**config.mk**
```make
export PLATFORM = sky130hd
export DESIGN_NAME = axi_drain_ctrl
export DESIGN_NICKNAME = d
export VERILOG_FILES = /design/src/rtl/axi_drain_ctrl.sv
export SDC_FILE = /design/constraint.sdc
export NUM_CORES = 1
export LEC_CHECK = 0
export CAP_MARGIN = 20
export CORE_MARGIN = 10
export CORE_UTILIZATION = 25
export CTS_BUF_LIST = sky130_fd_sc_hd__clkbuf_2 sky130_fd_sc_hd__clkbuf_4 sky130_fd_sc_hd__clkbuf_8
export DETAILED_ROUTE_END_ITERATION = 16
export SLEW_MARGIN = 40
export SYNTH_ARGS = -nofsm -noshare
export SYNTH_HDL_FRONTEND = slang
export SYNTH_SLANG_ARGS = --single-unit
```
**constraint.sdc**
```tcl
create_clock -name clk_i -period 4.2 [get_ports clk_i]
set_input_delay 1.05 -clock clk_i [delete_from_list [all_inputs] [get_ports clk_i]]
set_output_delay 1.05 -clock clk_i [all_outputs]
set_load 0.05 [all_outputs]
```
**src/rtl/axi_drain_ctrl.sv**
```systemverilog
// ---------------------------------------------------------------------------
// axi_drain_ctrl
//   Outstanding-transaction tracker and drain controller for the shared
//   cache-subsystem AXI port. Keeps one read and one write counter per
//   requester (I$, D$ bypass, D$ data) and gates new AR/AW issue so that
//   no requester exceeds MAX_OUT outstanding transactions per direction.
//   On a drain request the port is brought to a quiescent state and a
//   one-cycle acknowledge is returned.
//
// Ports
//   clk_i, rst_ni          clock, asynchronous active-low reset
//   clr_i                  synchronous clear, same effect as reset
//   ar_* / r_*             AR handshake and R last-beat handshake with requester index
//   aw_* / b_*             AW handshake and B handshake with requester index
//   req_valid_i[N_MST]     per-requester valid raised ahead of the arbiter
//   drain_req_i            level drain request, held until drain_ack_o
//   ar_gate_o / aw_gate_o  per-requester permission to raise a new AR / AW valid
//   drain_ack_o            one-cycle pulse, port quiescent
//   idle_o                 all counters zero
//   err_o                  sticky overflow/underflow flag
// ---------------------------------------------------------------------------
module axi_drain_ctrl #(
    parameter int  N_MST   = 3,
    parameter int  MAX_OUT = 4,
    localparam int CNT_W   = $clog2(MAX_OUT + 1),
    localparam int IDX_W   = (N_MST > 1) ? $clog2(N_MST) : 1
) (
    input  logic             clk_i,
    input  logic             rst_ni,
    input  logic             clr_i,
    input  logic             ar_valid_i,
    input  logic             ar_ready_i,
    input  logic [IDX_W-1:0] ar_mst_i,
    input  logic             r_valid_i,
    input  logic             r_ready_i,
    input  logic             r_last_i,
    input  logic [IDX_W-1:0] r_mst_i,
    input  logic             aw_valid_i,
    input  logic             aw_ready_i,
    input  logic [IDX_W-1:0] aw_mst_i,
    input  logic             b_valid_i,
    input  logic             b_ready_i,
    input  logic [IDX_W-1:0] b_mst_i,
    input  logic [N_MST-1:0] req_valid_i,
    input  logic             drain_req_i,
    output logic [N_MST-1:0] ar_gate_o,
    output logic [N_MST-1:0] aw_gate_o,
    output logic             drain_ack_o,
    output logic             idle_o,
    output logic             err_o
);

    typedef enum logic [1:0] {
        ST_RUN   = 2'd0,
        ST_DRAIN = 2'd1,
        ST_HALT  = 2'd2
    } state_t;

    state_t                       state_r, state_s;
    logic [N_MST-1:0][CNT_W-1:0]  rd_cnt_r, rd_cnt_s;
    logic [N_MST-1:0][CNT_W-1:0]  wr_cnt_r, wr_cnt_s;
    logic [N_MST-1:0]             pend_r, pend_s;
    logic [N_MST-1:0]             req_prev_r;
    logic                         err_r, err_s;
    logic [CNT_W:0]               rd_step_s, wr_step_s;
    logic                         ar_hs_s, r_hs_s, aw_hs_s, b_hs_s;
    logic                         cnt_zero_s, quiet_s;

    // Saturating counter step; MSB of the result flags an overflow/underflow attempt.
    // A simultaneous increment and decrement leaves the count untouched.
    function automatic logic [CNT_W:0] cnt_step(input logic [CNT_W-1:0] cnt,
                                                input logic             inc,
                                                input logic             dec);
        logic [CNT_W:0] res;
        res = {1'b0, cnt};
        if (inc && !dec) begin
            if (cnt == CNT_W'(MAX_OUT)) res = {1'b1, cnt};
            else                        res = {1'b0, cnt + CNT_W'(1)};
        end else if (dec && !inc) begin
            if (cnt == {CNT_W{1'b0}}) res = {1'b1, cnt};
            else                      res = {1'b0, cnt - CNT_W'(1)};
        end else begin
            res = {1'b0, cnt};
        end
        return res;
    endfunction

    assign ar_hs_s    = ar_valid_i & ar_ready_i;
    assign r_hs_s     = r_valid_i & r_ready_i & r_last_i;
    assign aw_hs_s    = aw_valid_i & aw_ready_i;
    assign b_hs_s     = b_valid_i & b_ready_i;
    assign cnt_zero_s = (rd_cnt_r == {(N_MST*CNT_W){1'b0}}) &&
                        (wr_cnt_r == {(N_MST*CNT_W){1'b0}});
    assign quiet_s    = cnt_zero_s && (pend_r == {N_MST{1'b0}});
    assign idle_o     = cnt_zero_s;
    assign err_o      = err_r;

    // Next counter values and sticky error accumulation.
    always_comb begin
        rd_cnt_s  = rd_cnt_r;
        wr_cnt_s  = wr_cnt_r;
        err_s     = err_r;
        rd_step_s = {(CNT_W+1){1'b0}};
        wr_step_s = {(CNT_W+1){1'b0}};
        for (int i = 0; i < N_MST; i++) begin
            rd_step_s   = cnt_step(rd_cnt_r[i],
                                   ar_hs_s && (ar_mst_i == IDX_W'(i)),
                                   r_hs_s  && (r_mst_i  == IDX_W'(i)));
            wr_step_s   = cnt_step(wr_cnt_r[i],
                                   aw_hs_s && (aw_mst_i == IDX_W'(i)),
                                   b_hs_s  && (b_mst_i  == IDX_W'(i)));
            rd_cnt_s[i] = rd_step_s[CNT_W-1:0];
            wr_cnt_s[i] = wr_step_s[CNT_W-1:0];
            err_s       = err_s | rd_step_s[CNT_W] | wr_step_s[CNT_W];
        end
    end

    // Issue gates: capacity-limited in RUN, only in-flight (pending) issues elsewhere.
    always_comb begin
        ar_gate_o = {N_MST{1'b0}};
        aw_gate_o = {N_MST{1'b0}};
        for (int i = 0; i < N_MST; i++) begin
            case (state_r)
                ST_RUN: begin
                    ar_gate_o[i] = (rd_cnt_r[i] < CNT_W'(MAX_OUT)) | pend_r[i];
                    aw_gate_o[i] = (wr_cnt_r[i] < CNT_W'(MAX_OUT)) | pend_r[i];
                end
                ST_DRAIN, ST_HALT: begin
                    ar_gate_o[i] = pend_r[i];
                    aw_gate_o[i] = pend_r[i];
                end
                default: begin
                    ar_gate_o[i] = pend_r[i];
                    aw_gate_o[i] = pend_r[i];
                end
            endcase
        end
    end

    // Pending-issue lock: a valid raised under an open gate keeps that gate open
    // until the requester's address handshake, so a raised valid is never withdrawn.
    always_comb begin
        pend_s = pend_r;
        for (int i = 0; i < N_MST; i++) begin
            if ((ar_hs_s && (ar_mst_i == IDX_W'(i))) || (aw_hs_s && (aw_mst_i == IDX_W'(i)))) begin
                pend_s[i] = 1'b0;
            end else if (req_valid_i[i] && !req_prev_r[i] && (ar_gate_o[i] || aw_gate_o[i])) begin
                pend_s[i] = 1'b1;
            end else begin
                pend_s[i] = pend_r[i];
            end
        end
    end

    // Drain FSM next state; ack marks the DRAIN->HALT transition cycle only.
    always_comb begin
        state_s     = state_r;
        drain_ack_o = 1'b0;
        case (state_r)
            ST_RUN: begin
                if (drain_req_i) state_s = ST_DRAIN;
                else             state_s = ST_RUN;
            end
            ST_DRAIN: begin
                if (!drain_req_i) begin
                    state_s = ST_RUN;
                end else if (quiet_s) begin
                    state_s     = ST_HALT;
                    drain_ack_o = 1'b1;
                end else begin
                    state_s = ST_DRAIN;
                end
            end
            ST_HALT: begin
                if (!drain_req_i) state_s = ST_RUN;
                else              state_s = ST_HALT;
            end
            default: state_s = ST_RUN;
        endcase
    end

    // State registers with asynchronous reset and synchronous clear.
    always_ff @(posedge clk_i or negedge rst_ni) begin
        if (!rst_ni) begin
            state_r    <= ST_RUN;
            rd_cnt_r   <= {(N_MST*CNT_W){1'b0}};
            wr_cnt_r   <= {(N_MST*CNT_W){1'b0}};
            pend_r     <= {N_MST{1'b0}};
            req_prev_r <= {N_MST{1'b0}};
            err_r      <= 1'b0;
        end else if (clr_i) begin
            state_r    <= ST_RUN;
            rd_cnt_r   <= {(N_MST*CNT_W){1'b0}};
            wr_cnt_r   <= {(N_MST*CNT_W){1'b0}};
            pend_r     <= {N_MST{1'b0}};
            req_prev_r <= {N_MST{1'b0}};
            err_r      <= 1'b0;
        end else begin
            state_r    <= state_s;
            rd_cnt_r   <= rd_cnt_s;
            wr_cnt_r   <= wr_cnt_s;
            pend_r     <= pend_s;
            req_prev_r <= req_valid_i;
            err_r      <= err_s;
        end
    end

endmodule
```
# Word-level counts from Yosys, hierarchy flattened
# Index checks and enable logic that the tools add are counted.
# classes
n_addsub,12
n_reduce_logical,82
eq_ne,28
n_bitwise,17
muxes,50
order_cmp,6
# ops
op,count
$mux W4,24
$ne A3 B3 Y1 const B,12
$logic_and A1 B1 Y1,32
$reduce_bool A3 Y1,9
$logic_not A3 Y1,7
$add A3 B1 Y3 const B,6
$eq A3 B3 Y1 const B,6
$logic_not A9 Y1,2
$lt A3 B3 Y1 const B,6
$mux W9,2
$reduce_and A3 Y1,6
$sub A3 B1 Y3 const B,6
$mux W1,17
$logic_not A1 Y1,15
$or A1 B1 Y1,12
$eq A2 B1 Y1 const B,5
$eq A2 B2 Y1 const B,5
$logic_not A2 Y1,5
$mux W2,4
$logic_or A1 B1 Y1,6
$mux W3,2
$pmux W2 S3,1
$and A1 B1 Y1,5
# totals
output_inout_bits,9
regBits,27
input_bits,24

# Longest topological paths before layout
# logic_depth
word_depth,13
mapped_depth,7

# Worst setup path before layout
# Ideal clock, no wire load.
# synth_path
path_kind,reg2out
start,register rd_cnt_r[7] in the netlist's numbering
end,output port drain_ack_o
t_arrival_ns,2.712
t_required_ns,3.150
setup_slack_ns,0.438
n_path_buf,0
stages_incl_launch_ff,7
cell_sequence,dfrtp_1 inv_1 ha_1 and4bb_1 nand4_1 or4_4 nor3b_1
# synth_via
elab_chain_len,6
# synth_lines
element,line_no,source
from (decl),60,"logic [N_MST-1:0][CNT_W-1:0] rd_cnt_r, rd_cnt_s;"
from (signal assigned),186,rd_cnt_r <= {(N_MST*CNT_W){1'b0}};
from (signal assigned),193,rd_cnt_r <= {(N_MST*CNT_W){1'b0}};
from (signal assigned),200,rd_cnt_r <= rd_cnt_s;
$logic_not A9 Y1,92,assign cnt_zero_s = (rd_cnt_r == {(N_MST*CNT_W){1'b0}}) &&
$logic_and A1 B1 Y1,92,
$logic_and A1 B1 Y1,94,assign quiet_s = cnt_zero_s && (pend_r == {N_MST{1'b0}});
$mux W1,167,end else if (quiet_s) begin
$mux W1,165,if (!drain_req_i) begin
$mux W1,159,case (state_r)
to (decl),48,"output logic drain_ack_o,"
# No other way between the ends.

# Final worst setup path
# layout_path
start,register wr_cnt_r[6] in the netlist's numbering
end,output port drain_ack_o
# layout_via
elab_chain_len,6
# layout_lines
element,line_no,source
from (decl),61,"logic [N_MST-1:0][CNT_W-1:0] wr_cnt_r, wr_cnt_s;"
from (signal assigned),187,wr_cnt_r <= {(N_MST*CNT_W){1'b0}};
from (signal assigned),194,wr_cnt_r <= {(N_MST*CNT_W){1'b0}};
from (signal assigned),201,wr_cnt_r <= wr_cnt_s;
$logic_not A9 Y1,93,(wr_cnt_r == {(N_MST*CNT_W){1'b0}});
$logic_and A1 B1 Y1,92,
$logic_and A1 B1 Y1,94,
$mux W1,167,
$mux W1,165,
$mux W1,159,
# No other way between the ends.

==> results.json <==
{
  "start_kind": "flop",
  "rsz0062_at_grt": "no",
  "max_slew_margin": 0.583,
  "r2r_start": "wr_cnt_r[6]$_DFFE_PN0P_",
  "min_period_ns": 3.75,
  "synth_edf_count": 0,
  "met2_length_um": 2760,
  "maxSlewViolCount": 0,
  "holdPathEnd": "state_r[0]$_DFF_PN0_",
  "drv_cap": 0,
  "grt_max_degree": 28,
  "wl_per_cell_um": 15.0,
  "cts-root-buf": "clkbuf_8",
  "viasPerCell": 5.01,
  "finalSetupViolCount": 0,
  "power.internal_mw": 0.406,
  "clock-sinks": 27,
  "cts_buffers": 3,
  "post-cts-setup-buffers": 0,
  "port_buffers": 32,
  "cts_buffer_depth": 2,
  "synth-seq-cells": 27,
  "die_x_um": 115,
  "placed_cell_area_um2": 2660,
  "antenna_left": 0,
  "critPathMaxStageDelay_ns": 0.52,
  "skew_ns": 0.00849,
  "synth_cell_types": 61,
  "synth_top_area_cell": "dfrtp_1",
  "final_nets": 318,
  "synth.cell_area_um2": 2250,
  "dieArea_um2": 13200,
  "synth_top_area_share": 0.301,
  "synthTopCellsByArea": "dfrtp_1, ha_1, inv_1, nor2_1, mux2i_1",
  "drive_gt1_frac": 0.0659,
  "leakagePower_nw": 1.09,
  "ff2ff_setup_slack_ns": 1.94,
  "required_ns": 3.15,
  "rows": 34,
  "pwr-share-seq": 0.459,
  "switchingPower_mw": 0.198,
  "grt_pass1_wl_um": 9560,
  "crit_chain": "inv_1 > ha_1 > nor4b_1 > nand4_1 > or4_4 > nor3b_1 > dlymetal6s2s_1",
  "r2r-end": "state_r[1]$_DFF_PN0_",
  "final_common_cell": "clkdlybuf4s50_1",
  "cp.arrival_ns": 2.70,
  "comb_power_share": 0.273,
  "fp.coreArea_um2": 8720,
  "cts.clk_slew.worst_paths_ns": 0.11,
  "insertedDiodeCount": 0,
  "area_growth_pct": 20.4,
  "seq_area_frac_synth": 0.301,
  "first_pass_iters": 4,
  "finalCritPeriodShare": 0.894,
  "path_class": "reg -> out",
  "syn_inst": 247,
  "stdcell_area_um2": 2710,
  "cts_hold_buffers": 0,
  "clk_latency_ns": 0.28,
  "hold_path_depth": 1,
  "fin_tns_setup_ns": 0,
  "grt_util_all_layers": 0.0872,
  "clockPowerShare": 0.268,
  "r2r_cells": 7,
  "die_y_um": 115,
  "cp_slowest_cell": "or4_4",
  "gp_congestion": 0.854,
  "status": "finished, final reports clean",
  "wl_um": 5710,
  "layout_common_cells": "clkdlybuf4s50_1, dfrtp_1, inv_1, nor2_1, ha_1",
  "min-delay-start": "state_r[1]$_DFF_PN0_",
  "drc": 0,
  "synth.avg_cell_area_um2": 9.10,
  "worst_pin_slew_ns": 0.620,
  "first_global_vias": 1912,
  "ys_warn_count": 0,
  "drt_iter0_drc": 96,
  "timing.hold.worst.class": "reg -> reg",
  "switching_share": 0.328,
  "fin_total_pwr_mw": 0.604,
  "overflow": 0,
  "initial_core_util": 0.258,
  "max_clock_freq_mhz": 266,
  "synth_fp_nets": 291,
  "powerDensity_nw_per_um2": 223,
  "pin_count": 33,
  "peakVddDrop_mv": 0.0900,
  "final_hold_viol_count": 0,
  "synth_top_flop_cell": "dfrtp_1",
  "cp_max_fo": 6,
  "cts_tree": "done",
  "via_count": 1909,
  "htree_levels": 1,
  "wl_met3_um": 286,
  "antenna_found_initial": 0,
  "top_layer": "met4",
  "detailed_place_hpwl_um": 4460,
  "async_reset_ff_frac": 1.00,
  "wl_met1_um": 2570,
  "cp-end-kind": "output port"
}
-- synth_stat cells, drive strengths merged (2+ instances only) --
cell type	number
a211oi	5
a21oi	9
a22oi	4
a2bb2oi	2
a311oi	3
a31oi	2
a32o	5
and4b	5
and4bb	3
buf	5
clkbuf	7
dfrtp	27
ha	20
inv	23
mux2	2
mux2i	7
nand2	11
nand2b	4
nand3	8
nand3b	2
nand4	3
nand4b	4
nand4bb	2
nor2	20
nor2b	6
nor3	5
nor3b	3
nor4	4
nor4b	3
o211ai	2
o21a	2
o21ai	2
o21bai	4
o311ai	2
or2	4
or3	2
xnor2	8
-- cell type report --
class                           count  area [um2]
Fill cell                         898        6010
Multi-Input combinational cell    185        1430
Sequential cell                    27         676
Timing Repair Buffer               34         333
Tap cell                          108         135
Inverter                           23        86.3
Clock buffer                        3        41.3
Clock inverter                      1        7.51
-- critical path: cells and delay by family (launching register included) --
family                     cells  cell delay [ns]
and+or+nand+nor                4             1.18
buffers and inverters          2             0.54
DFF                            1             0.43
adders and majority gates      1             0.26
-- per-layer routing --
layer / vias to the layer above / global-route usage
met5: - / 0
met4: 0 / 0.0272
met3: 6 / 0.0188
met2: 40 / 0.144
met1: 900 / 0.111
li1: 963 / -
-- metrics by stage --
stage                util  setup WS (ns)  hold WS (ns)  cells
finish              0.310          0.446         0.521    381
detailed placement  0.304          0.366         0.499    377
global route        0.310          0.228         0.557    381
floorplan               -          0.438         0.456    247
CTS                 0.310         0.0256         0.521    381
global placement    0.305          0.446         0.491    377
-- cell families (layout without fill, tap and decap cells) --
family | after synthesis | count (layout) | synth area share
muxes | 9 | 9 | 0.0412
xor gates and xnor gates | 9 | 9 | 0.0351
buffers and inverters | 35 | 61 | 0.0646
adders and majority gates | 20 | 20 | 0.111
DFF | 27 | 27 | 0.301
and+or+nand+nor | 94 | 94 | 0.265
AOI/OAI and AO/OA | 53 | 53 | 0.182
-- sequential cells by signal, indices dropped and copies added, names as in the netlist --
| register | flops |
|---|---|
| wr_cnt_r | 9 |
| pend_r | 3 |
| req_prev_r | 3 |
| rd_cnt_r | 9 |
| err_o | 1 |
| state_r | 2 |
-- worst max-delay path by stage --
| stage | startpoint | endpoint | slack, ns |
|---|---|---|---|
| 6_report | wr_cnt_r[6]$_DFFE_PN0P_ | drain_ack_o | 0.45 |
| 5_1_grt | wr_cnt_r[6]$_DFFE_PN0P_ | drain_ack_o | 0.23 |
| 4_1_cts | wr_cnt_r[6]$_DFFE_PN0P_ | drain_ack_o | 0.03 |
| 3_5_place_dp | wr_cnt_r[6]$_DFFE_PN0P_ | drain_ack_o | 0.37 |
| 3_3_place_gp | wr_cnt_r[6]$_DFFE_PN0P_ | drain_ack_o | 0.45 |
| 2_1_floorplan | rd_cnt_r[7]$_DFFE_PN0P_ | drain_ack_o | 0.44 |
-- power groups by stage --
stage,clock network [mW],registers [mW],logic [mW]
after floorplan,0,0.283,0.0957
after global placement,0,0.282,0.165
after detailed placement,0,0.282,0.166
after CTS,0.167,0.277,0.167
after global routing,0.178,0.279,0.181
final,0.162,0.277,0.165
-- timing repair --
| item | CTS | global route |
|---|---|---|
| setup endpoints to repair | 0 | 1 |
| resized for setup | 0 | 1 |
| hold endpoints to repair | 0 | 0 |
Power figures use the tool's default switching activity.
